## config.mk

```make
export PLATFORM = sky130hd
export DESIGN_NAME = serial_paralelo_rx
export DESIGN_NICKNAME = d
export VERILOG_FILES = /design/src/rtl/serial_paralelo_rx.sv
export SDC_FILE = /design/constraint.sdc
export NUM_CORES = 1
export LEC_CHECK = 0
export ABC_AREA = 0
export CAP_MARGIN = 10
export CORE_ASPECT_RATIO = 1.25
export CORE_MARGIN = 2
export CORE_UTILIZATION = 31
export CTS_BUF_LIST = sky130_fd_sc_hd__clkbuf_2
export DETAILED_ROUTE_END_ITERATION = 6
export HOLD_SLACK_MARGIN = 0.15
export PLACE_DENSITY = 0.58
export SETUP_SLACK_MARGIN = 0.05
export SYNTH_ARGS = -nofsm -noshare
export SYNTH_HDL_FRONTEND = slang
export SYNTH_SLANG_ARGS = --single-unit
```

## constraint.sdc

```tcl
create_clock -name clk_32f -period 2.8 [get_ports clk_32f]
set_input_delay 0.56 -clock clk_32f [delete_from_list [all_inputs] [get_ports clk_32f]]
set_output_delay 0.56 -clock clk_32f [all_outputs]
set_load 0.05 [all_outputs]
```

## src/rtl/serial_paralelo_rx.sv

```systemverilog
// Serial-to-parallel receiver with COM-symbol byte alignment, feeding the 8->32 demux.
// Optional off-boundary realignment in ACTIVE when SERIAL_PARALELO_REALIGN_EN is defined.
module serial_paralelo_rx #(
   parameter logic [7:0]  COM_SYM   = 8'hBC,
   parameter int unsigned COM_COUNT = 4
) (
   input  logic       clk_32f,
   input  logic       reset,
   input  logic       data_in,
   output logic [7:0] data_out,
   output logic       valid_out,
   output logic       active
);

   localparam logic [3:0] COM_CNT_L = 4'(COM_COUNT);

   typedef enum logic [1:0] {
      SEARCH = 2'd0,
      ALIGN  = 2'd1,
      ACTIVE = 2'd2
   } state_t;

   state_t     state_q;
   logic [7:0] sr_q;
   logic [2:0] bit_cnt_q;
   logic [3:0] com_cnt_q;
`ifdef SERIAL_PARALELO_REALIGN_EN
   logic       pend_q;
   logic [2:0] pend_ph_q;
   logic [2:0] pend_age_q;
`endif

   logic [7:0] win;
   logic       boundary;
   logic       match;

   assign win      = {sr_q[6:0], data_in};
   assign boundary = (bit_cnt_q == 3'd7);
   assign match    = (win == COM_SYM);

   // Shift, phase tracking and alignment FSM with registered outputs.
   always_ff @(posedge clk_32f) begin
      if (reset) begin
         state_q    <= SEARCH;
         sr_q       <= '0;
         bit_cnt_q  <= '0;
         com_cnt_q  <= '0;
         data_out   <= '0;
         valid_out  <= 1'b0;
         active     <= 1'b0;
`ifdef SERIAL_PARALELO_REALIGN_EN
         pend_q     <= 1'b0;
         pend_ph_q  <= '0;
         pend_age_q <= '0;
`endif
      end else begin
         sr_q      <= win;
         bit_cnt_q <= bit_cnt_q + 3'd1;
         case (state_q)
            SEARCH: begin
               if (match) begin
                  bit_cnt_q <= '0;
                  com_cnt_q <= 4'd1;
                  if (COM_COUNT == 1) begin
                     state_q   <= ACTIVE;
                     active    <= 1'b1;
                     data_out  <= win;
                     valid_out <= 1'b0;
                  end else begin
                     state_q <= ALIGN;
                  end
               end
            end
            ALIGN: begin
               if (boundary) begin
                  if (match) begin
                     com_cnt_q <= com_cnt_q + 4'd1;
                     if ((com_cnt_q + 4'd1) >= COM_CNT_L) begin
                        state_q   <= ACTIVE;
                        active    <= 1'b1;
                        data_out  <= win;
                        valid_out <= 1'b0;
                     end
                  end else begin
                     state_q   <= SEARCH;
                     com_cnt_q <= '0;
                  end
               end
            end
            ACTIVE: begin
               if (boundary) begin
                  data_out  <= win;
                  valid_out <= !match;
               end
`ifdef SERIAL_PARALELO_REALIGN_EN
               // A pending off-boundary COM expires after 8 edges unless repeated at the same phase.
               if (pend_q) begin
                  pend_age_q <= pend_age_q + 3'd1;
                  if (pend_age_q == 3'd7) pend_q <= 1'b0;
               end
               if (match && !boundary) begin
                  if (pend_q && (pend_age_q == 3'd7) && (pend_ph_q == bit_cnt_q)) begin
                     state_q   <= ALIGN;
                     com_cnt_q <= 4'd2;
                     bit_cnt_q <= '0;
                     active    <= 1'b0;
                     valid_out <= 1'b0;
                     pend_q    <= 1'b0;
                  end else begin
                     pend_q     <= 1'b1;
                     pend_ph_q  <= bit_cnt_q;
                     pend_age_q <= '0;
                  end
               end
`endif
            end
            default: state_q <= SEARCH;
         endcase
      end
   end

endmodule
```

==> impl_summary.md <==
Place
Buffers placed on the I/O ports in this run total 12. After legalization and detailed placement, the total HPWL measured 1415 microns. The cell count after placement is 158. The final RePlAce weighted congestion is 0.7803.

Critical path
The arrival time at the worst endpoint is 1.53 ns. The setup path with the least slack is of type reg -> out. The worst setup path is captured at an output port. The worst setup path is launched from a register. The cell with the biggest individual delay on the critical path is sky130_fd_sc_hd__clkdlybuf4s50_1. Traced cell by cell, the critical path runs through clkdlybuf4s50_1. In this design, the stage delay of the slowest critical-path cell is 0.81 ns.

In this run the worst path has a maximum fanout of 3. The buffers plus inverters on the worst setup path is 1. The cell family with the largest share of critical-path delay is buffers and inverters.

STA puts the critical path data required time at 2.24 ns.

Power and ir drop
For this design the static power due to leakage is 0.0005447 uW. The highest ir drop seen on vdd is 0.0001933 V. Power spread over the standard cell area amounts to 408.1 nW/um^2. The internal power is 417.7 uW. Net switching is 22.02% of the power.

The analysis attributes to net switching a power of 118.0 uW. The combinational group share of total power is 3.6%. In this run, the clock network consumes 25.6% of the power. The power share of the sequential group is 70.8%.

Timing
For the pin with the worst max-slew slack, the measured transition is 0.6616 ns. The part of the cycle the worst path needs is 74.80%. The sum of negative setup slack is 0 ns.

For this run, the top clock speed supported by timing is 477.4 MHz. Setup violations remaining at the end of the flow were counted as 0. Setup repair after global routing left no endpoint under its margin. The worst clock skew is 0.002592 ns. The worst-case headroom to the max-slew limit is 55.51%. The hold violation count in the final report is 0. The number of max-slew violations in the final report came to 0. The worst path needs 2.095 ns of the cycle, external delays included.

Floorplanning
From left edge to right edge, the die measures 58.71 microns. The effective utilization at floorplan is 32.73%. After floorplanning, the core was divided into 24 placement rows. The height of the die is 72.39 microns.

The number of top-level pins is 13. The overall die area is 4250 sq um. The core region is 3543 sq um.

Detailed routing
Detailed routing inserted a total of 810 vias. The aggregate routed wire length is 1938 microns. After detailed routing, the number of remaining DRC violations is 0. The number of vias per cell after detailed routing is 5.000. The detail route stage leaves a number of antenna-violating nets equal to 0. The detailed router finished its first iteration with 36 violations. In the final routed layout, each cell accounts on average for 11.96 microns. The first-pass iteration count of the detailed router is 4.

CTS
The clock transition time at the flip-flop clock pins of the worst setup and hold paths is 0.23 ns. The number of gates resized after CTS was 0. The clock reaches the later pin of the worst-skew pair after 0.33 ns. TritonCTS built the clock tree.

The tree is rooted in a sky130_fd_sc_hd__clkbuf_2. The TritonCTS buffer count is 3. The count of buffers added by post-CTS timing repair for setup is 0. The number of clock sinks seen by CTS is 26. The number of buffers added to fix hold violations after cts is 0. In this run the number of H-tree levels came out at 1.

The largest buffer count on any clock path is 2.

Cells and area
The area overhead of the layout relative to synthesis is 13.16%. The filler cells instantiated in the layout total 381. The number of antenna repair diodes is 0. The share of final-layout standard cells stronger than drive strength 1 is 24.39%. The number of nets in the layout is 130. The finished layout holds 162 standard cells, fillers aside.

Logic synthesis
The most frequently used flop master after synthesis is sky130_fd_sc_hd__dfxtp_1. By area the synthesized netlist is led by sky130_fd_sc_hd__dfxtp_1 45%, sky130_fd_sc_hd__and2b_2 9.1%, sky130_fd_sc_hd__mux2_2 6.8%. Counting flops with a built-in enable in the synthesized netlist gives 0. For this run, asynchronously set or reset flops after synthesis account for 0%. The mean instance size in the synthesized netlist is 10.54 sq um. Counting flops and latches in the post-synthesis netlist gives 26. In this run the biggest area consumer among cell types represents 44.88% of the synthesized area. The post-synth net total is 116.

The number of different library cells used by synthesis comes to 30. Counting instances in the post-synthesis netlist gives the leading cell types as 26 x sky130_fd_sc_hd__dfxtp_1, 12 x sky130_fd_sc_hd__and2b_2, 7 x sky130_fd_sc_hd__mux2_2. The most used standard cell by instance count after synthesis is sky130_fd_sc_hd__dfxtp_1. The sequential share of the synthesized area is 44.88%. The number of synthesis warnings is 0. Summed over all instances, the cell type with the most area after synthesis is sky130_fd_sc_hd__dfxtp_1.

The number of standard cells after synthesis is 110. After synthesis the cells add up to 1160 sq um.

Global routing
The number of global-route vias before repair was 788. The total overflow reported by the global router is 0. The number of antenna violations at the first check in global routing came to 0. Entering global routing, the biggest net connects 17 pins. The first-pass GRT wire length is 3429 microns. The total track usage is 10.29%.

Worst hold path
The path type of the worst min-delay path is reg -> reg.

Run
Across the run, the number of max-cap violations was 0.

Status
The flow ran to the end, and the final reports show no timing, DRC or antenna violations.
[cells in the final DEF (no fill, tap or decap)]
cell	synthesis	final
sky130_fd_sc_hd__dfxtp_1	26	26
sky130_fd_sc_hd__and2b_2	12	12
sky130_fd_sc_hd__clkdlybuf4s50_1	0	12
sky130_fd_sc_hd__mux2_2	7	7
sky130_fd_sc_hd__a21oi_1	6	6
sky130_fd_sc_hd__inv_1	6	6
sky130_fd_sc_hd__nand2_1	6	6
sky130_fd_sc_hd__nand4_1	4	4
sky130_fd_sc_hd__nor2b_1	4	4
sky130_fd_sc_hd__o21ai_0	4	4
sky130_fd_sc_hd__nand3_1	3	3
sky130_fd_sc_hd__ha_1	3	3
sky130_fd_sc_hd__clkbuf_2	0	3
sky130_fd_sc_hd__nor2_1	2	2
sky130_fd_sc_hd__o31ai_1	2	2
sky130_fd_sc_hd__and2_2	2	2
sky130_fd_sc_hd__nor4_1	2	2
sky130_fd_sc_hd__a31o_2	2	2
sky130_fd_sc_hd__nand2b_1	2	2
sky130_fd_sc_hd__a211oi_1	2	2
sky130_fd_sc_hd__a21o_1	2	2
sky130_fd_sc_hd__and2_1	2	2
sky130_fd_sc_hd__or4b_4	1	1
sky130_fd_sc_hd__nor2_8	1	1
sky130_fd_sc_hd__and2b_1	1	1
sky130_fd_sc_hd__a41oi_4	1	1
sky130_fd_sc_hd__o21a_1	1	1
sky130_fd_sc_hd__a31oi_1	1	1
sky130_fd_sc_hd__mux2i_1	1	1
sky130_fd_sc_hd__clkinv_1	0	1
sky130_fd_sc_hd__buf_4	0	1
[through the flow]
step | cell area [sq um] | hold slack, ns | power [uW] | util [%] | setup slack (ns)
floorplan | 1160 | 0.3984 | 399.3 | - | 0.8770
global placement | 1294 | 0.4085 | 405.2 | 36.51 | 0.3482
detailed placement | 1294 | 0.4306 | 405.7 | 36.51 | 0.3016
CTS | 1313 | 0.4564 | 544.8 | 37.04 | 0.6722
global route | 1313 | 0.4839 | 567.8 | 37.04 | 0.5773
finish | 1313 | 0.4478 | 535.7 | 37.04 | 0.7055
[flip-flops by register name, indices dropped and copies added (netlist names)]
signal     count
data_out       8
sr_q           7
com_cnt_q      4
bit_cnt_q      3
state_q        2
active         1
valid_out      1
[logic make-up after synthesis]
kind of cell / synth area share, %
and+or+nand+nor: 25.35
DFF: 44.88
muxes: 7.660
AOI/OAI and AO/OA: 13.27
adders and majority gates: 3.237
buffers and inverters: 5.609
[worst register-to-register path, cell delays in order (launching register included)]
cell and delay [ns]:
sky130_fd_sc_hd__dfxtp_1 0.41, sky130_fd_sc_hd__ha_1 0.26, sky130_fd_sc_hd__nand2_1 0.08, sky130_fd_sc_hd__a21oi_1 0.04, sky130_fd_sc_hd__o31ai_1 0.59, sky130_fd_sc_hd__a41oi_4 0.29, sky130_fd_sc_hd__mux2_2 0.34
[final cells by class]
| type | count | area [sq um] | area share, % |
|---|---|---|---|
| inverters | 6 | 22.52 | 1.716 |
| clock buffers | 3 | 15.01 | 1.144 |
| well taps | 39 | 48.80 | 3.718 |
| multi-input cells | 74 | 574.3 | 43.76 |
| repair buffers | 13 | 127.6 | 9.724 |
| clock inverters | 1 | 3.754 | 0.2860 |
| flip-flops and latches | 26 | 520.5 | 39.66 |
[metal layers]
metal  share of wire [%]  wire length, microns  track usage, %
met5                   0                     0               0
met4                0.98                    19           3.030
met3                 4.0                    77           2.139
met2                  49                   953           17.60
met1                  46                   888           12.91
[worst paths after layout]
check | to | slack, ns | start | cells past startpoint
min | bit_cnt_q[0] | 0.45 | bit_cnt_q[0] | 1
max | valid_out | 0.71 | valid_out | 1
max reg2reg | data_out[3] | 0.72 | com_cnt_q[0] | 6
min reg2reg | bit_cnt_q[0] | 0.45 | bit_cnt_q[0] | 1
[power groups by stage]
stage          clock network (uW)  registers, uW  logic (uW)
2_1_floorplan                   0            386        13.7
3_3_place_gp                    0            386        19.1
3_5_place_dp                    0            386        19.5
4_1_cts                       146            380        19.4
5_1_grt                       165            381        22.3
6_report                      137            379        19.1
Note: power is estimated with default switching activity, not from simulation.
